<file path="src/rtl/multiply_sequencer.sv">
// rtl/multiply_sequencer.sv - valid/ready front-end that sequences operand pairs through a shift-and-add multiplier
//
// Purpose:
//   Buffers operand pairs in a DEPTH-entry FIFO and issues them one at a time to
//   an external multiplier with a one-cycle start pulse. It waits for the
//   finished flag, then holds the full-width product downstream until accepted.
//   Results leave in arrival order.
//
// Ports:
//   i_clock, i_reset                       single clock, synchronous active-high reset
//   i_valid, o_ready,
//   i_multiplicand, i_multiplier           upstream operand handshake
//   o_start, o_multiplicand, o_multiplier  issue to the multiplier
//   i_finished, i_product                  completion from the multiplier
//   o_valid, i_ready, o_product            downstream result handshake
//   o_busy                                 FSM not IDLE or FIFO non-empty
//
// Optional feature:
//   MULTIPLY_SEQUENCER_ZERO_SKIP_EN - when defined, a head pair with a zero
//   operand bypasses the multiplier. The pair goes straight to HOLD with a zero
//   product.

module multiply_sequencer #(
  parameter int BITS  = 8,
  parameter int DEPTH = 4
) (
  input  logic              i_clock,
  input  logic              i_reset,
  input  logic              i_valid,
  output logic              o_ready,
  input  logic [BITS-1:0]   i_multiplicand,
  input  logic [BITS-1:0]   i_multiplier,
  output logic              o_start,
  output logic [BITS-1:0]   o_multiplicand,
  output logic [BITS-1:0]   o_multiplier,
  input  logic              i_finished,
  input  logic [2*BITS-1:0] i_product,
  output logic              o_valid,
  input  logic              i_ready,
  output logic [2*BITS-1:0] o_product,
  output logic              o_busy
);

  localparam int AW = $clog2(DEPTH);
  localparam int CW = AW + 1;
  localparam logic [CW-1:0] FULL = CW'(DEPTH);

  typedef enum logic [1:0] {IDLE, ISSUE, WAIT, HOLD} state_t;

  state_t state, state_next;

  logic [2*BITS-1:0] fifo_mem [DEPTH];
  logic [AW-1:0]     wr_ptr, rd_ptr;
  logic [CW-1:0]     count;
  logic              fifo_empty;
  logic              push, pop;
  logic [BITS-1:0]   head_a, head_b;
  logic              head_zero;
  logic              latch_ops, capture, skip;

  assign fifo_empty = (count == '0);
  // Ready depends only on the registered count, never on this cycle's pop.
  assign o_ready    = (count != FULL);
  assign push       = i_valid & o_ready;
  assign {head_a, head_b} = fifo_mem[rd_ptr];
  assign o_busy     = (state != IDLE) | ~fifo_empty;

`ifdef MULTIPLY_SEQUENCER_ZERO_SKIP_EN
  assign head_zero = (head_a == '0) | (head_b == '0);
`else
  assign head_zero = 1'b0;
`endif

  // State register
  always_ff @(posedge i_clock) begin
    if (i_reset) begin
      state <= IDLE;
    end else begin
      state <= state_next;
    end
  end

  // Next-state logic
  always_comb begin
    state_next = state;
    case (state)
      IDLE: begin
        if (!fifo_empty) begin
          state_next = head_zero ? HOLD : ISSUE;
        end
      end
      ISSUE: state_next = WAIT;
      WAIT: begin
        if (i_finished) begin
          state_next = HOLD;
        end
      end
      HOLD: begin
        if (i_ready) begin
          state_next = IDLE;
        end
      end
      default: state_next = IDLE;
    endcase
  end

  // Output / control decode
  always_comb begin
    o_start   = 1'b0;
    o_valid   = 1'b0;
    pop       = 1'b0;
    latch_ops = 1'b0;
    capture   = 1'b0;
    skip      = 1'b0;
    case (state)
      IDLE: begin
        if (!fifo_empty) begin
          if (head_zero) begin
            pop  = 1'b1;
            skip = 1'b1;
          end else begin
            latch_ops = 1'b1;
          end
        end
      end
      ISSUE: begin
        o_start = 1'b1;
        pop     = 1'b1;
      end
      WAIT: capture = i_finished;
      HOLD: o_valid = 1'b1;
      default: ;
    endcase
  end

  // FIFO storage; contents need no reset because count gates every read.
  always_ff @(posedge i_clock) begin
    if (push) begin
      fifo_mem[wr_ptr] <= {i_multiplicand, i_multiplier};
    end
  end

  // FIFO pointers and occupancy; a simultaneous push and pop leaves count unchanged.
  always_ff @(posedge i_clock) begin
    if (i_reset) begin
      wr_ptr <= '0;
      rd_ptr <= '0;
      count  <= '0;
    end else begin
      if (push) begin
        wr_ptr <= wr_ptr + AW'(1);
      end
      if (pop) begin
        rd_ptr <= rd_ptr + AW'(1);
      end
      case ({push, pop})
        2'b10:   count <= count + CW'(1);
        2'b01:   count <= count - CW'(1);
        default: count <= count;
      endcase
    end
  end

  // Operand and product registers. The operand outputs keep their last issued value.
  always_ff @(posedge i_clock) begin
    if (i_reset) begin
      o_multiplicand <= '0;
      o_multiplier   <= '0;
      o_product      <= '0;
    end else begin
      if (latch_ops) begin
        o_multiplicand <= head_a;
        o_multiplier   <= head_b;
      end
      if (capture) begin
        o_product <= i_product;
      end else if (skip) begin
        o_product <= '0;
      end
    end
  end

endmodule
</file>
<file path="config.mk">
export PLATFORM = sky130hd
export DESIGN_NAME = multiply_sequencer
export DESIGN_NICKNAME = d
export VERILOG_FILES = /design/src/rtl/multiply_sequencer.sv
export SDC_FILE = /design/constraint.sdc
export NUM_CORES = 1
export LEC_CHECK = 0
export CORE_UTILIZATION = 50
export DETAILED_ROUTE_END_ITERATION = 16
export PLACE_DENSITY = 0.81
export SKIP_LAST_GASP = 1
export SLEW_MARGIN = 20
export SYNTH_ARGS = -nofsm -noshare
export SYNTH_HDL_FRONTEND = slang
export SYNTH_SLANG_ARGS = --single-unit
</file>
<file path="constraint.sdc">
create_clock -name i_clock -period 4.9 [get_ports i_clock]
set_input_delay 1.225 -clock i_clock [delete_from_list [all_inputs] [get_ports i_clock]]
set_output_delay 1.225 -clock i_clock [all_outputs]
set_load 0.01 [all_outputs]
</file>
==> impl_metrics.env, run 1 <==
export IMPL_status="finished, final reports clean"
export IMPL_row_count=32
export IMPL_start_util_pct=51.60
export IMPL_drt_iter0_drc=83
export IMPL_fmax_mhz=309.3
export IMPL_worstPathArrival_ns=2.01
export IMPL_root_buffer="clkbuf_8"
export IMPL_path_class="flip-flop to output port"
export IMPL_tightest_slew_ns=1.059
export IMPL_stdcell_count=432
export IMPL_grt_pass1_vias=2410
export IMPL_place_area_um2=4756
export IMPL_ant_nets=0
export IMPL_drv_cap=0
export IMPL_syn_to_final_growth_pct=24.60
export IMPL_place_congestion=0.7458
export IMPL_ir_worst_vdd_uv=218.2
export IMPL_drive_above_1_share_pct=8.788
export IMPL_place_inst=416
export IMPL_finalCriticalPeriod_ns=3.233
export IMPL_clock_latency_ns=0.37
export IMPL_wl_met3_um=335
export IMPL_path_clk_slew_ns=0.10
export IMPL_rsz0062_at_grt="no"
export IMPL_vias=2264
export IMPL_seq_area_frac_synth_pct=68.78
export IMPL_routed_wl_um=7023
export IMPL_path_max_fanout=4
export IMPL_cts_buffers=9
export IMPL_end_kind="output port"
export IMPL_cts_max_level=3
export IMPL_antenna_found_initial=0
export IMPL_critical_path_required_ns=3.67
export IMPL_die_h_um=91.31
export IMPL_skew_ns=0.009958
export IMPL_p_per_area_nw_per_um2=482.0
export IMPL_cts_tree="done"
export IMPL_cts_setup_buffers=0
export IMPL_cts_repair_resized=0
export IMPL_synth_ff_type="edfxtp_1"
export IMPL_wl_met1_um=2920
export IMPL_min_path_type="flip-flop to flip-flop"
export IMPL_syn_inst=255
export IMPL_wl_per_cell_um=16.26
export IMPL_fin_area_um2=4969
export IMPL_finalHoldViolCount=0
export IMPL_wl_met2_um=3627
export IMPL_synth_seq_cells=105
export IMPL_highest_layer="met4"
export IMPL_synth_avg_cell_area_um2=15.64
export IMPL_synth_warnings=0
export IMPL_grt_overflow_total=0
export IMPL_fp_coreArea_um2=7727
export IMPL_ys_types=33
export IMPL_viasPerCell=5.241
export IMPL_finalSetupViolCount=0
export IMPL_finalCritPeriodShare_pct=65.98
export IMPL_startpoint_type="flip-flop"
export IMPL_clockBufferDepth=2
export IMPL_nets=373
export IMPL_boundaryPins=73
export IMPL_grt_pass1_wl_um=11650
export IMPL_hpwl_um=4694
export IMPL_portBuffers=72
export IMPL_postSynth_asyncResetShare_pct=0
export IMPL_power_leakage_nw=1.709
export IMPL_die_w_um=91.31
export IMPL_synthesis_area_um2=3988
export IMPL_grt_max_degree=30
export IMPL_die_area_um2=8337
export IMPL_max_slew_margin_rel_pct=29.27
export IMPL_diodes=0
export IMPL_ctsHoldBuffers=0
export IMPL_drc=0
export IMPL_grt_usage_pct=18.80
export IMPL_synth_nets=303
export IMPL_fin_tns_setup_ns=0
export IMPL_drt_pass1_iter_count=4
export IMPL_postLayoutCoreUtil_pct=64.30
export IMPL_synth_edf_count=64
export IMPL_clock_sinks=105
export IMPL_drv_slew=0
cell usage in the layout (no fill, tap or decap), types with 2 or more instances in the layout:
cell / synthesis / final
xor2_1: 2 / 2
nand3_1: 2 / 2
mux4_1: 8 / 8
nand2b_1: 3 / 3
ha_1: 10 / 10
inv_1: 6 / 6
clkdlybuf4s50_1: 0 / 72
and3_1: 4 / 4
nor2_1: 5 / 4
buf_4: 0 / 2
a21o_1: 2 / 2
xnor2_1: 2 / 2
dfxtp_1: 41 / 41
mux4_2: 8 / 8
clkinv_8: 0 / 3
a22o_1: 16 / 16
a21oi_1: 19 / 19
edfxtp_1: 64 / 64
mux2i_1: 3 / 3
inv_6: 0 / 2
clkbuf_8: 0 / 9
nand2_1: 35 / 35
cell type report:
type / count / area (um^2)
repair buffers: 74 / 735.7
inverters: 6 / 22.52
flip-flops and latches: 105 / 2743
well taps: 102 / 127.6
multi-input cells: 129 / 1130
fillers: 539 / 2759
clock buffers: 9 / 123.9
clock inverters: 7 / 86.33
flip-flops by register name, summed over array words and instances, names as in the netlist:
register	cells
fifo_mem	64
o_product	16
o_multiplicand	8
o_multiplier	8
count	3
rd_ptr	2
state	2
wr_ptr	2
power breakdown:
part / internal, mW / switching [mW] / total, mW
Combinational: 0.392 / 0.286 / 0.678
Sequential: 1.08 / 0.111 / 1.19
Clock: 0.205 / 0.323 / 0.528
metal layers:
metal / GRT usage [%] / up-vias
met1: 21.66 / 1104
met4: 9.127 / 0
met2: 33.21 / 60
li1: - / 1090
met3: 4.104 / 10
met5: 0 / -
through the flow:
step                total power, mW  setup slack, ns  hold slack, ns
floorplan                     1.628            2.191          0.4787
global placement              1.860            1.760          0.4403
detailed placement            1.894            1.702          0.4507
CTS                           2.424            1.656          0.4644
global route                  2.522            1.585          0.4874
finish                        2.395            1.667          0.4608
final timing paths:
kind,from,cells after the start,slack [ns],end
worst min register to register,o_product[12],2,0.46,o_product[12]
worst max-delay path,state[0],4,1.67,o_busy
worst min-delay path,o_product[12],2,0.46,o_product[12]
worst max register to register,count[0],7,2.75,count[2]
cell usage after synthesis (all sizes together) (3+ instances only):
| cell type | instances | share of area (%) |
|---|---|---|
| a22o | 16 | 3.5 |
| inv | 6 | 0.56 |
| ha | 10 | 3.1 |
| nand2 | 35 | 3.3 |
| mux2i | 3 | 0.75 |
| clkbuf | 6 | 0.60 |
| nor2 | 5 | 0.47 |
| dfxtp | 41 | 21 |
| buf | 9 | 1.8 |
| mux4 | 16 | 9.8 |
| and3 | 4 | 0.63 |
| a21oi | 19 | 2.4 |
| edfxtp | 64 | 48 |
| nand2b | 3 | 0.47 |
logic make-up after synthesis:
kind of cell             count (synthesis)  synth area share, %
AO/OA/AOI/OAI                           41                7.060
XOR/XNOR                                 4               0.8787
adder cells (fa/ha/maj)                 11                3.640
buffers and inverters                   21                2.949
flip-flops                             105                68.78
multiplexers                            19                10.54
AND/OR/NAND/NOR                         54                6.150
critical path, stage by stage (launching register included):
cell	delay, ns
dfxtp_1	0.36
inv_1	0.12
ha_1	0.18
or4b_4	0.48
clkdlybuf4s50_1	0.51
Power figures use the tool's default switching activity.
==> inputs of run 2 (changes only) <==
--- a/config.mk
+++ b/config.mk
@@ -5,9 +5,9 @@
 export SDC_FILE = /design/constraint.sdc
 export NUM_CORES = 1
 export LEC_CHECK = 0
-export CORE_UTILIZATION = 50
+export CORE_UTILIZATION = 47
 export DETAILED_ROUTE_END_ITERATION = 16
-export PLACE_DENSITY = 0.81
+export PLACE_DENSITY = 0.8
 export SKIP_LAST_GASP = 1
 export SLEW_MARGIN = 20
 export SYNTH_ARGS = -nofsm -noshare
==> constraint.sdc (replaced) <==
create_clock -name i_clock -period 2.7 [get_ports i_clock]
set_input_delay 0.675 -clock i_clock [delete_from_list [all_inputs] [get_ports i_clock]]
set_output_delay 0.675 -clock i_clock [all_outputs]
set_load 0.01 [all_outputs]
==> run 2 against run 1 <==
Effect of this change:
- via count rose by 1.8%
- core utilization decreased by 3.1 points
- sequential share of layout area shrank 0.63 points
- cell area increased by 1.2%
- critical endpoint is now o_ready
- largest cell class unchanged
- largest power group unchanged
==> impl_metrics.env, run 2 (synthesis gave the netlist of run 1 again) <==
export IMPL_cts_setup_buffers=0
export IMPL_fin_area_um2=5026
export IMPL_clock_sinks=105
export IMPL_drt_iter0_drc=64
export IMPL_worstReg2RegEnd="count[2]"
export IMPL_die_area_um2=8857
export IMPL_skew_ns=0.01500
export IMPL_wl_per_cell_um=15.90
export IMPL_max_slew_margin_rel_pct=44.91
export IMPL_critical_path_required_ns=2.03
export IMPL_viasPerCell=5.201
export IMPL_finalSetupViolCount=0
export IMPL_layout_cells_most_common_list="clkdlybuf4s50_1, edfxtp_1, dfxtp_1"
export IMPL_pre_cts_ws_ns=0.2159
export IMPL_place_congestion=0.7044
export IMPL_ir_worst_vdd_uv=359.4
export IMPL_die_w_um=94.11
export IMPL_fp_coreArea_um2=8217
export IMPL_nFillCells=615
export IMPL_stdcell_count=443
export IMPL_r2r_cells=7
export IMPL_nets=381
export IMPL_p_per_area_nw_per_um2=870.5
export IMPL_cp_top_family="buffers and inverters"
export IMPL_slowest_delay_ns=0.55
export IMPL_status="finished, final reports clean"
export IMPL_drt_pass1_iter_count=4
export IMPL_die_h_um=94.11
export IMPL_cell_internal_pwr_mw=3.152
export IMPL_drv_cap=0
export IMPL_path_max_fanout=10
export IMPL_grt_overflow_total=0
export IMPL_fin_tns_setup_ns=0
export IMPL_final_setup_worst_slack_ns=0.1971
export IMPL_p_seq_share_pct=48.7
export IMPL_final_common_cell="clkdlybuf4s50_1"
export IMPL_largest_reg_flops=64
export IMPL_switchingPower_mw=1.223
export IMPL_finalHoldViolCount=0
export IMPL_p_clk_share_pct=22.3
export IMPL_path_clk_slew_ns=0.10
export IMPL_startpoint_type="flip-flop"
export IMPL_start_util_pct=48.53
export IMPL_clockBufferDepth=2
export IMPL_cts_buffers=9
export IMPL_end_kind="output port"
export IMPL_ctsHoldBuffers=0
export IMPL_grt_pass1_wl_um=11230
export IMPL_cts_max_level=3
export IMPL_rsz0062_at_grt="no"
export IMPL_clock_latency_ns=0.37
export IMPL_grt_max_degree=26
export IMPL_hold_start="o_product[6]"
export IMPL_postLayoutCoreUtil_pct=61.17
export IMPL_grt_usage_pct=17.46
export IMPL_cp_slowest_cell="clkdlybuf4s50_1"
export IMPL_largest_register="fifo_mem"
export IMPL_worstPathArrival_ns=1.83
export IMPL_hpwl_um=4550
export IMPL_path_cells="or3b_1 > clkdlybuf4s50_1"
export IMPL_diodes=0
export IMPL_place_inst=427
export IMPL_boundaryPins=73
export IMPL_antenna_found_initial=0
export IMPL_worstReg2RegStart="count[0]"
export IMPL_drv_slew=0
export IMPL_finalCriticalPeriod_ns=2.503
export IMPL_cts_tree="done"
export IMPL_whs_path_depth=2
export IMPL_finalCritPeriodShare_pct=92.70
export IMPL_drive_above_1_share_pct=10.36
export IMPL_reg_top3="fifo_mem: 64 flops, o_product: 16 flops"
export IMPL_place_area_um2=4820
export IMPL_ant_nets=0
export IMPL_path_buf_inv=1
export IMPL_routed_wl_um=7043
export IMPL_portBuffers=72
export IMPL_power_leakage_nw=1.750
export IMPL_drc=0
export IMPL_path_class="flip-flop to output port"
export IMPL_fmax_mhz=399.5
export IMPL_combPwrFrac_pct=29.0
export IMPL_row_count=33
export IMPL_syn_to_final_growth_pct=26.04
export IMPL_cts_repair_resized=0
export IMPL_holdPathEnd="o_product[6]"
export IMPL_reg2reg_setup_slack_ns=0.58
export IMPL_grt_pass1_vias=2285
export IMPL_vias=2304
export IMPL_min_path_type="flip-flop to flip-flop"
export IMPL_swShare_pct=27.96
export IMPL_tightest_slew_ns=0.8252
export IMPL_root_buffer="clkbuf_8"
[run 2: changes by cell type in the layout (fill, tap and decap cells not counted), sizes merged]
cell | previous run | this run
buf | 2 | 10
clkinv | 4 | 1
clkbuf | 9 | 11
clkinvlp | 0 | 2
inv | 9 | 7
bufinv | 0 | 1
clkdlybuf4s50 | 72 | 71
dlymetal6s2s | 0 | 1
[run 2: power groups by stage]
stage	sequential [mW]	clock, mW	combinational [mW]
after floorplan	2.15	0	0.801
after global placement	2.16	0	1.26
after detailed placement	2.18	0	1.29
after CTS	2.14	0.999	1.29
after global routing	2.17	1.06	1.39
final	2.13	0.975	1.27
[run 2: cell type report]
type,instances,area (um^2),share of cell area [%]
Timing Repair Buffer,82,798.3,15.88
Inverter,6,22.52,0.4481
Tap cell,105,131.4,2.614
Multi-Input combinational cell,129,1127,22.43
Clock buffer,11,141.4,2.813
Clock inverter,5,62.56,1.245
Sequential cell,105,2743,54.57
[run 2: worst max-delay path by stage]
| stage | start | end | slack (ns) | cells after the start |
|---|---|---|---|---|
| global route | count[0] | o_ready | 0.1 | 2 |
| CTS | state[0] | o_busy | 0.02 | 4 |
| floorplan | i_valid | count[2] | 0.54 | 7 |
| detailed placement | i_valid | count[2] | 0.22 | 7 |
| finish | count[0] | o_ready | 0.20 | 2 |
| global placement | i_valid | count[2] | 0.25 | 7 |
[run 2: worst register-to-register path: stages (launching register included)]
cell and delay, ns:
dfxtp_1 0.45, or3b_1 0.32, nand2_1 0.10, ha_1 0.22, fa_1 0.38, xnor2_1 0.14, or3_1 0.30, a21oi_1 0.15
[run 2: metal layers]
metal / GRT usage (%) / share of wire [%] / wire (um)
met1: 18.54 / 41 / 2860
met2: 31.63 / 52 / 3677
met3: 5.825 / 6.1 / 428
met4: 6.923 / 1.1 / 76
met5: 0 / 0 / 0
[run 2: stage by stage]
step                      hold slack (ns)  power (mW)
final                              0.4596       4.375
after global routing               0.4887       4.621
after CTS                          0.4631       4.434
after detailed placement           0.4504       3.467
after global placement             0.4410       3.424
after floorplan                    0.4787       2.954
